--- config.mk ---
export PLATFORM = sky130hd
export DESIGN_NAME = dnoc_itf_pp_wr_ctrl
export DESIGN_NICKNAME = d
export VERILOG_FILES = /design/src/rtl/dnoc_itf_pkg.sv /design/src/rtl/dnoc_itf_pp_wr_ctrl.sv
export SDC_FILE = /design/constraint.sdc
export NUM_CORES = 1
export LEC_CHECK = 0
export BUFFER_PORTS_ARGS = -buffer_cell sky130_fd_sc_hd__buf_2
export CORE_MARGIN = 10
export CORE_UTILIZATION = 30
export CTS_BUF_LIST = sky130_fd_sc_hd__clkbuf_2
export DETAILED_ROUTE_END_ITERATION = 8
export GPL_TIMING_DRIVEN = 0
export SLEW_MARGIN = 20
export SYNTH_ARGS = -nofsm -noshare
export SYNTH_HDL_FRONTEND = slang
export SYNTH_SLANG_ARGS = --single-unit
--- constraint.sdc ---
create_clock -name clk -period 11.2 [get_ports clk]
set_input_delay 0.56 -clock clk [delete_from_list [all_inputs] [get_ports clk]]
set_output_delay 0.56 -clock clk [all_outputs]
set_load 0.03 [all_outputs]
--- src/rtl/dnoc_itf_pkg.sv ---
// Shared types and defaults for the dNoC interface ping-pong buffer
// (write controller, read controller and state tracker).
package dnoc_itf_pkg;

    localparam int unsigned DNOC_DATA_W = 128;
    localparam int unsigned DNOC_DEPTH  = 256;

    typedef enum logic {
        FILL   = 1'b0,
        COMMIT = 1'b1
    } pp_wr_state_e;

    typedef logic bank_t;

endpackage

--- src/rtl/dnoc_itf_pp_wr_ctrl.sv ---
// Ping-pong buffer write controller: accepts a valid/ready stream, fills the
// current bank and pulses pingpong_wr_done when the bank is committed.
module dnoc_itf_pp_wr_ctrl
    import dnoc_itf_pkg::*;
#(
    parameter int unsigned DATA_W = DNOC_DATA_W,
    parameter int unsigned DEPTH  = DNOC_DEPTH,
    parameter int unsigned CNT_W  = $clog2(DEPTH) + 1,
    parameter int unsigned ADDR_W = $clog2(DEPTH) + 1
) (
    input  logic              clk,
    input  logic              rst_n,
    input  logic [CNT_W-1:0]  cfg_len,
    input  logic              in_valid,
    input  logic [DATA_W-1:0] in_data,
    input  logic              in_last,
    output logic              in_ready,
    input  logic [1:0]        pingpong_state,
    output logic              buf_wr_en,
    output logic [ADDR_W-1:0] buf_wr_addr,
    output logic [DATA_W-1:0] buf_wr_data,
    output logic              pingpong_wr_done,
    output logic [CNT_W-1:0]  wr_len,
    output bank_t             wr_bank
);

    localparam int unsigned IDX_W = ADDR_W - 1;

    pp_wr_state_e     state;
    pp_wr_state_e     state_nxt;
    logic [CNT_W-1:0] cnt;
    logic [CNT_W-1:0] len_q;
    logic [CNT_W-1:0] cfg_dec;
    logic [CNT_W-1:0] eff_len;
    logic             hs;
    logic             is_final;

    // Stream is stalled during the commit bubble and while the target bank is unread.
    assign in_ready = (state == FILL) && !pingpong_state[wr_bank];
    assign hs       = in_valid && in_ready;

    // First word of a bank sees the live length; later words use the latched one.
    assign cfg_dec  = (cfg_len == '0) ? CNT_W'(DEPTH) : cfg_len;
    assign eff_len  = (cnt == '0) ? cfg_dec : len_q;
    assign is_final = hs && ((cnt == (eff_len - CNT_W'(1))) || in_last);

    always_ff @(posedge clk or negedge rst_n) begin
        if (!rst_n) begin
            state <= FILL;
        end else begin
            state <= state_nxt;
        end
    end

    always_comb begin
        state_nxt = state;
        case (state)
            FILL:    if (is_final) state_nxt = COMMIT;
            COMMIT:  state_nxt = FILL;
            default: state_nxt = FILL;
        endcase
    end

    // Write port, word counter, length latch and bank pointer.
    always_ff @(posedge clk or negedge rst_n) begin
        if (!rst_n) begin
            buf_wr_en        <= 1'b0;
            buf_wr_addr      <= '0;
            buf_wr_data      <= '0;
            pingpong_wr_done <= 1'b0;
            wr_len           <= '0;
            wr_bank          <= 1'b0;
            cnt              <= '0;
            len_q            <= '0;
        end else begin
            buf_wr_en        <= hs;
            pingpong_wr_done <= is_final;
            if (hs) begin
                buf_wr_addr <= {wr_bank, cnt[IDX_W-1:0]};
                buf_wr_data <= in_data;
                cnt         <= cnt + CNT_W'(1);
                if (cnt == '0) begin
                    len_q <= cfg_dec;
                end
            end
            if (is_final) begin
                wr_len <= cnt + CNT_W'(1);
            end
            // The tracker toggles its write pointer on the same commit.
            if (state == COMMIT) begin
                wr_bank <= ~wr_bank;
                cnt     <= '0;
            end
        end
    end

endmodule

======== Word level (Yosys, flattened, before mapping) ========
Cells that the tools add are included.
word-level totals
  flip-flop bits (word level) ............. 168
  bits of input ports ..................... 143
  output and inout port bits .............. 150
  word-level logic and storage cells ...... 31
cells by class
  $add $sub $neg .......................... 2
  $lt $le $gt $ge ......................... 1
  equal/unequal tests ..................... 1
  multiplexer cells ....................... 8
  bitwise operators ....................... 2
  reductions and logical operators ........ 8
operators by type and width
  kind                 count
  $mux 9               4
  $logic_not 9->1      2
  $add 9x1->9 const B  1
  $eq 9x9->1           1
  $sub 9x1->9 const B  1
  $logic_and 1x1->1    3
  $mux 1               3
  $lt 1x2->1 const B   1
  $not 1->1            2
  $pmux 1 s2           1
  $reduce_bool 2->1    1
  $logic_not 1->1      1
  $logic_or 1x1->1     1

======== Depth between registers and ports, before layout ========
  depth in word-level cells ............... 9
  gate-level depth with buffers ........... 15
  mapped depth without buffers ............ 13

======== Worst setup path after synthesis ========
No wires, ideal clock.
  kind .................................... reg-to-reg
  start ................................... register cnt[0]
  end ..................................... register wr_len[3]
  library setup time ...................... 0.068 ns
  arrival ................................. 3.559 ns
  data required time ...................... 11.132 ns
  slack ................................... 7.573 ns
  cell stages (with the launch flop) ...... 14
  buffers on the path ..................... 0
  period minus slack after synthesis ...... 3.627 ns
  cell sequence ........................... dfrtp_1 inv_1 ha_1 nor4b_2 nand2_2 mux2i_1 ha_1 or3b_1 nor3_1 xnor2_1 o41ai_1 o2111ai_2 or4_1 nand3_1
between the ends
  longest elaborated chain between the ends .. 6
  elaborated cells between the ends (all ways) .. 7
  classes of those cells .................. add/sub (2); eq/ne (1); mux (1); reduce/logical (3)
ends and longest elaborated chain
  element                 RTL line                   RTL
  start, declared         dnoc_itf_pp_wr_ctrl.sv:31  logic [CNT_W-1:0] cnt;
  start signal, assigned  dnoc_itf_pp_wr_ctrl.sv:81  cnt <= cnt + CNT_W'(1);
  $logic_not 9->1         dnoc_itf_pp_wr_ctrl.sv:44  assign eff_len = (cnt == '0) ? cfg_dec : len_q;
  $mux 9                  -
  $sub 9x1->9             dnoc_itf_pp_wr_ctrl.sv:45  assign is_final = hs && ((cnt == (eff_len - CNT_W'(1))) || in_last);
  $eq 9x9->1              dnoc_itf_pp_wr_ctrl.sv:45
  $logic_or 1x1->1        dnoc_itf_pp_wr_ctrl.sv:45
  $logic_and 1x1->1       dnoc_itf_pp_wr_ctrl.sv:45
  end signal, assigned    dnoc_itf_pp_wr_ctrl.sv:87  wr_len <= cnt + CNT_W'(1);
  end, declared           dnoc_itf_pp_wr_ctrl.sv:23  output logic [CNT_W-1:0] wr_len,
Several ways; a longest one is shown, not always the timed one.
A chain may end at the register's enable or synchronous reset.

======== Final worst setup path ========
  start ................................... register cnt[0]
  end ..................................... register wr_len[0]
Same word-level chain as after synthesis.

==> impl_metrics.yaml <==
run_status:
  status: "finished, final reports clean"
setup_path:
  cpMostUsedCell: "ha_1"
  cp_max_fo: 10
  r2r_slack_ns: 6.74
  critPathBufInv: 1
  cp_top_family: "simple AND/OR/NAND/NOR gates"
  cp-start-kind: "register"
  worstPathRequired_ns: 11.89
  startpoint: "cnt[0]$_DFFE_PN0P_"
  worstPathArrival_ns: 5.15
  reg2reg_from: "cnt[0]$_DFFE_PN0P_"
  crit_type: "reg2reg"
  cp-end-kind: "register"
  cp_cell_sequence: "inv_1 -> ha_1 -> nor4b_2 -> nand2_2 -> mux2i_1 -> ha_1 -> or3b_1 -> nor3_1 -> xnor2_1 -> o41ai_1 -> o2111ai_2 -> or4_1 -> nand3_1"
  critPathMaxStageDelay_ns: 0.61
  crit_slowest_cell: "or4_1"
route:
  drtIter0Drc: 451
  ant_nets: 0
  drt_wl_total_um: 26400
  wire_per_inst_um: 16.5
  vias: 7244
  via_per_inst: 4.53
  drc: 0
  drt_first_pass_iters: 5
grt:
  antenna_found_initial: 0
  track_usage: 0.168
  grt_max_degree: 93
  grt_pass1_vias: 7606
  grt_first_pass_wirelength_um: 41700
  grt.overflow.total: 0
layout:
  nets: 1413
  n_antenna_cell: 0
  areaGrowthSynthToFinish_pct: 48.0
  drive_above_1_share: 0.272
  final_util: 0.454
  fillCellCount: 2282
logic_synthesis:
  synth.top_cells.by_area: "dfrtp_1 (58%), nand2_1 (23%), clkbuf_1 (2.0%), xor2_1 (1.3%), xnor2_1 (1.1%)"
  synth_async_sr_flop_share: 1.00
  syn_avg_cell_area_um2: 8.85
  synth_top_cell_area_share: 0.579
  ys_types: 56
  yosysWarnings: 0
  syn-num-nets: 967
  syn-instance-count: 821
  yosysTopAreaCell: "dfrtp_1"
  ys_seq_elements: 168
  synth_enable_flop_cells: 0
  ys.flop_type: "dfrtp_1"
  synth_area_um2: 7270
  seq_area_frac_synth: 0.579
sta:
  min_period_over_period: 0.398
  tightest_slew_ns: 0.840
  finalSetupViolCount: 0
  finClkSkew_ns: 0.0328
  rsz0062_at_grt: "no"
  finalSetupTns_ns: 0
  slew_headroom: 0.440
  fmax_ghz: 0.224
  min_period_ns: 4.46
  hold_viol_final: 0
  drv_slew: 0
clocking:
  cts_made_buffers: 17
  clk_path_buf_depth: 2
  root_buffer: "clkbuf_2"
  h-tree-depth: 4
  cts_sinks: 168
  post_cts_buffers: 0
  path_clk_slew_ns: 0.27
  cts_resized: 0
  cts_tree: "yes"
  clk_latency_ns: 0.72
die:
  die_h_um: 176
  fp.dieArea_um2: 30800
  start_util: 0.307
  rows: 56
  ioPinCount: 293
  die_w_um: 176
  core-area_um2: 23700
worst_hold_path:
  hold_class: "in2reg"
  hold_start: "cfg_len[5]"
flow_run:
  max_cap_violations: 0
power_and_ir_drop:
  powerDensity_nw_per_um2: 278
  power_leakage_uw: 0.00580
  vdd_drop_max_v: 0.000164
place:
  dp_hpwl_um: 18300
  port_buffers: 292
  place_congestion: 0.847
final timing paths:
check	to	depth (start not counted)
min in group asynchronous	len_q[6]$_DFFE_PN0P_	2
worst min-delay path	len_q[5]$_DFFE_PN0P_	2
worst max-delay path	wr_len[0]$_DFFE_PN0P_	13
worst min register to register	buf_wr_data[114]$_DFFE_PN0P_	2
worst max register to register	wr_len[0]$_DFFE_PN0P_	13
max in group asynchronous	buf_wr_data[46]$_DFFE_PN0P_	3
placed cells by master, fill, tap and decap left out, types with 7 or more instances in the layout:
cell type and count:
buf_2 296, nand3_1 14, xnor2_1 9, nand2_1 438
clkbuf_2 17, dfrtp_1 168, dlygate4sd3_1 134, and3_1 7
o21ai_0 15, clkbuf_1 38, or3_1 7, xor2_1 11
nor2b_1 11, nor2_1 12
cells by family after synthesis:
group           count (synthesis)  share of synthesized area
simple gates                  516                      0.291
flops                         168                      0.579
buf+inv                        53                     0.0319
compound gates                 50                     0.0529
xor+xnor                       20                     0.0241
mux                            11                     0.0164
fa+ha+maj                       3                    0.00517
worst register-to-register path: stages (launching register included):
cell and delay [ns]:
dfrtp_1 0.51, inv_1 0.18, ha_1 0.20, nor4b_2 0.42, nand2_2 0.27, mux2i_1 0.34, ha_1 0.25, or3b_1 0.43
nor3_1 0.21, xnor2_1 0.12, o41ai_1 0.44, o2111ai_2 0.36, or4_1 0.61, nand3_1 0.11
cell usage after synthesis, types with 2 or more instances:
cell type,n
nand2_1,438
dfrtp_1,168
clkbuf_1,38
o21ai_0,15
nand3_1,14
nor2_1,12
nor2b_1,11
xor2_1,11
xnor2_1,9
and3_1,7
or3_1,7
mux2_2,6
buf_2,5
inv_1,5
nor3_1,5
a221oi_1,4
a222oi_1,4
mux2i_1,4
nand2b_1,4
nand3b_1,4
a211oi_1,3
a21oi_1,3
buf_6,3
ha_1,3
nor4_1,3
or4_1,3
o2111ai_1,2
o21a_1,2
layout make-up:
class	count	area (µm²)	area share
timing repair buffer	427	2840	0.264
clock buffer	17	85.1	0.00791
inverter	5	18.8	0.00174
multi-input combinational	600	2830	0.263
tap	319	399	0.0371
sequential	168	4200	0.391
buffer	48	213	0.0198
clock inverter	14	166	0.0155
per-layer routing:
layer / GRT usage / vias up / routed length, µm
met5: 0 / - / 0
met4: 0.0371 / 0 / 250
met3: 0.0727 / 18 / 2610
met2: 0.278 / 268 / 12500
met1: 0.197 / 3439 / 11000
li1: - / 3519 / -
registers in the layout (all words and copies together), names as in the netlist:
name	flops
wr_len	9
buf_wr_addr	9
buf_wr_en	1
cnt	9
state	1
buf_wr_data	128
pingpong_wr_done	1
wr_bank	1
len_q	9
what timing repair did:
action                                 CTS  global route
endpoints found under the hold margin  209             0
hold buffers                           134             0
setup endpoints to repair                0             0
stage by stage:
step	std cells	power (µW)	cell area (µm²)	hold slack [ns]	worst slack (ns)
floorplan	821	2090	7270	0.264	7.57
global placement	1432	2610	9130	0.453	6.71
finish	1598	3000	10800	0.150	6.74
detailed placement	1433	2630	9170	0.457	6.79
global route	1598	3220	10800	0.00735	6.29
CTS	1598	3030	10800	0.0144	6.72
where the power goes:
part / switching (µW) / internal [µW]
Combinational: 1120 / 477
Sequential: 165 / 879
Clock: 244 / 109
Total: 1530 / 1460
Power figures use the tool's default switching activity.
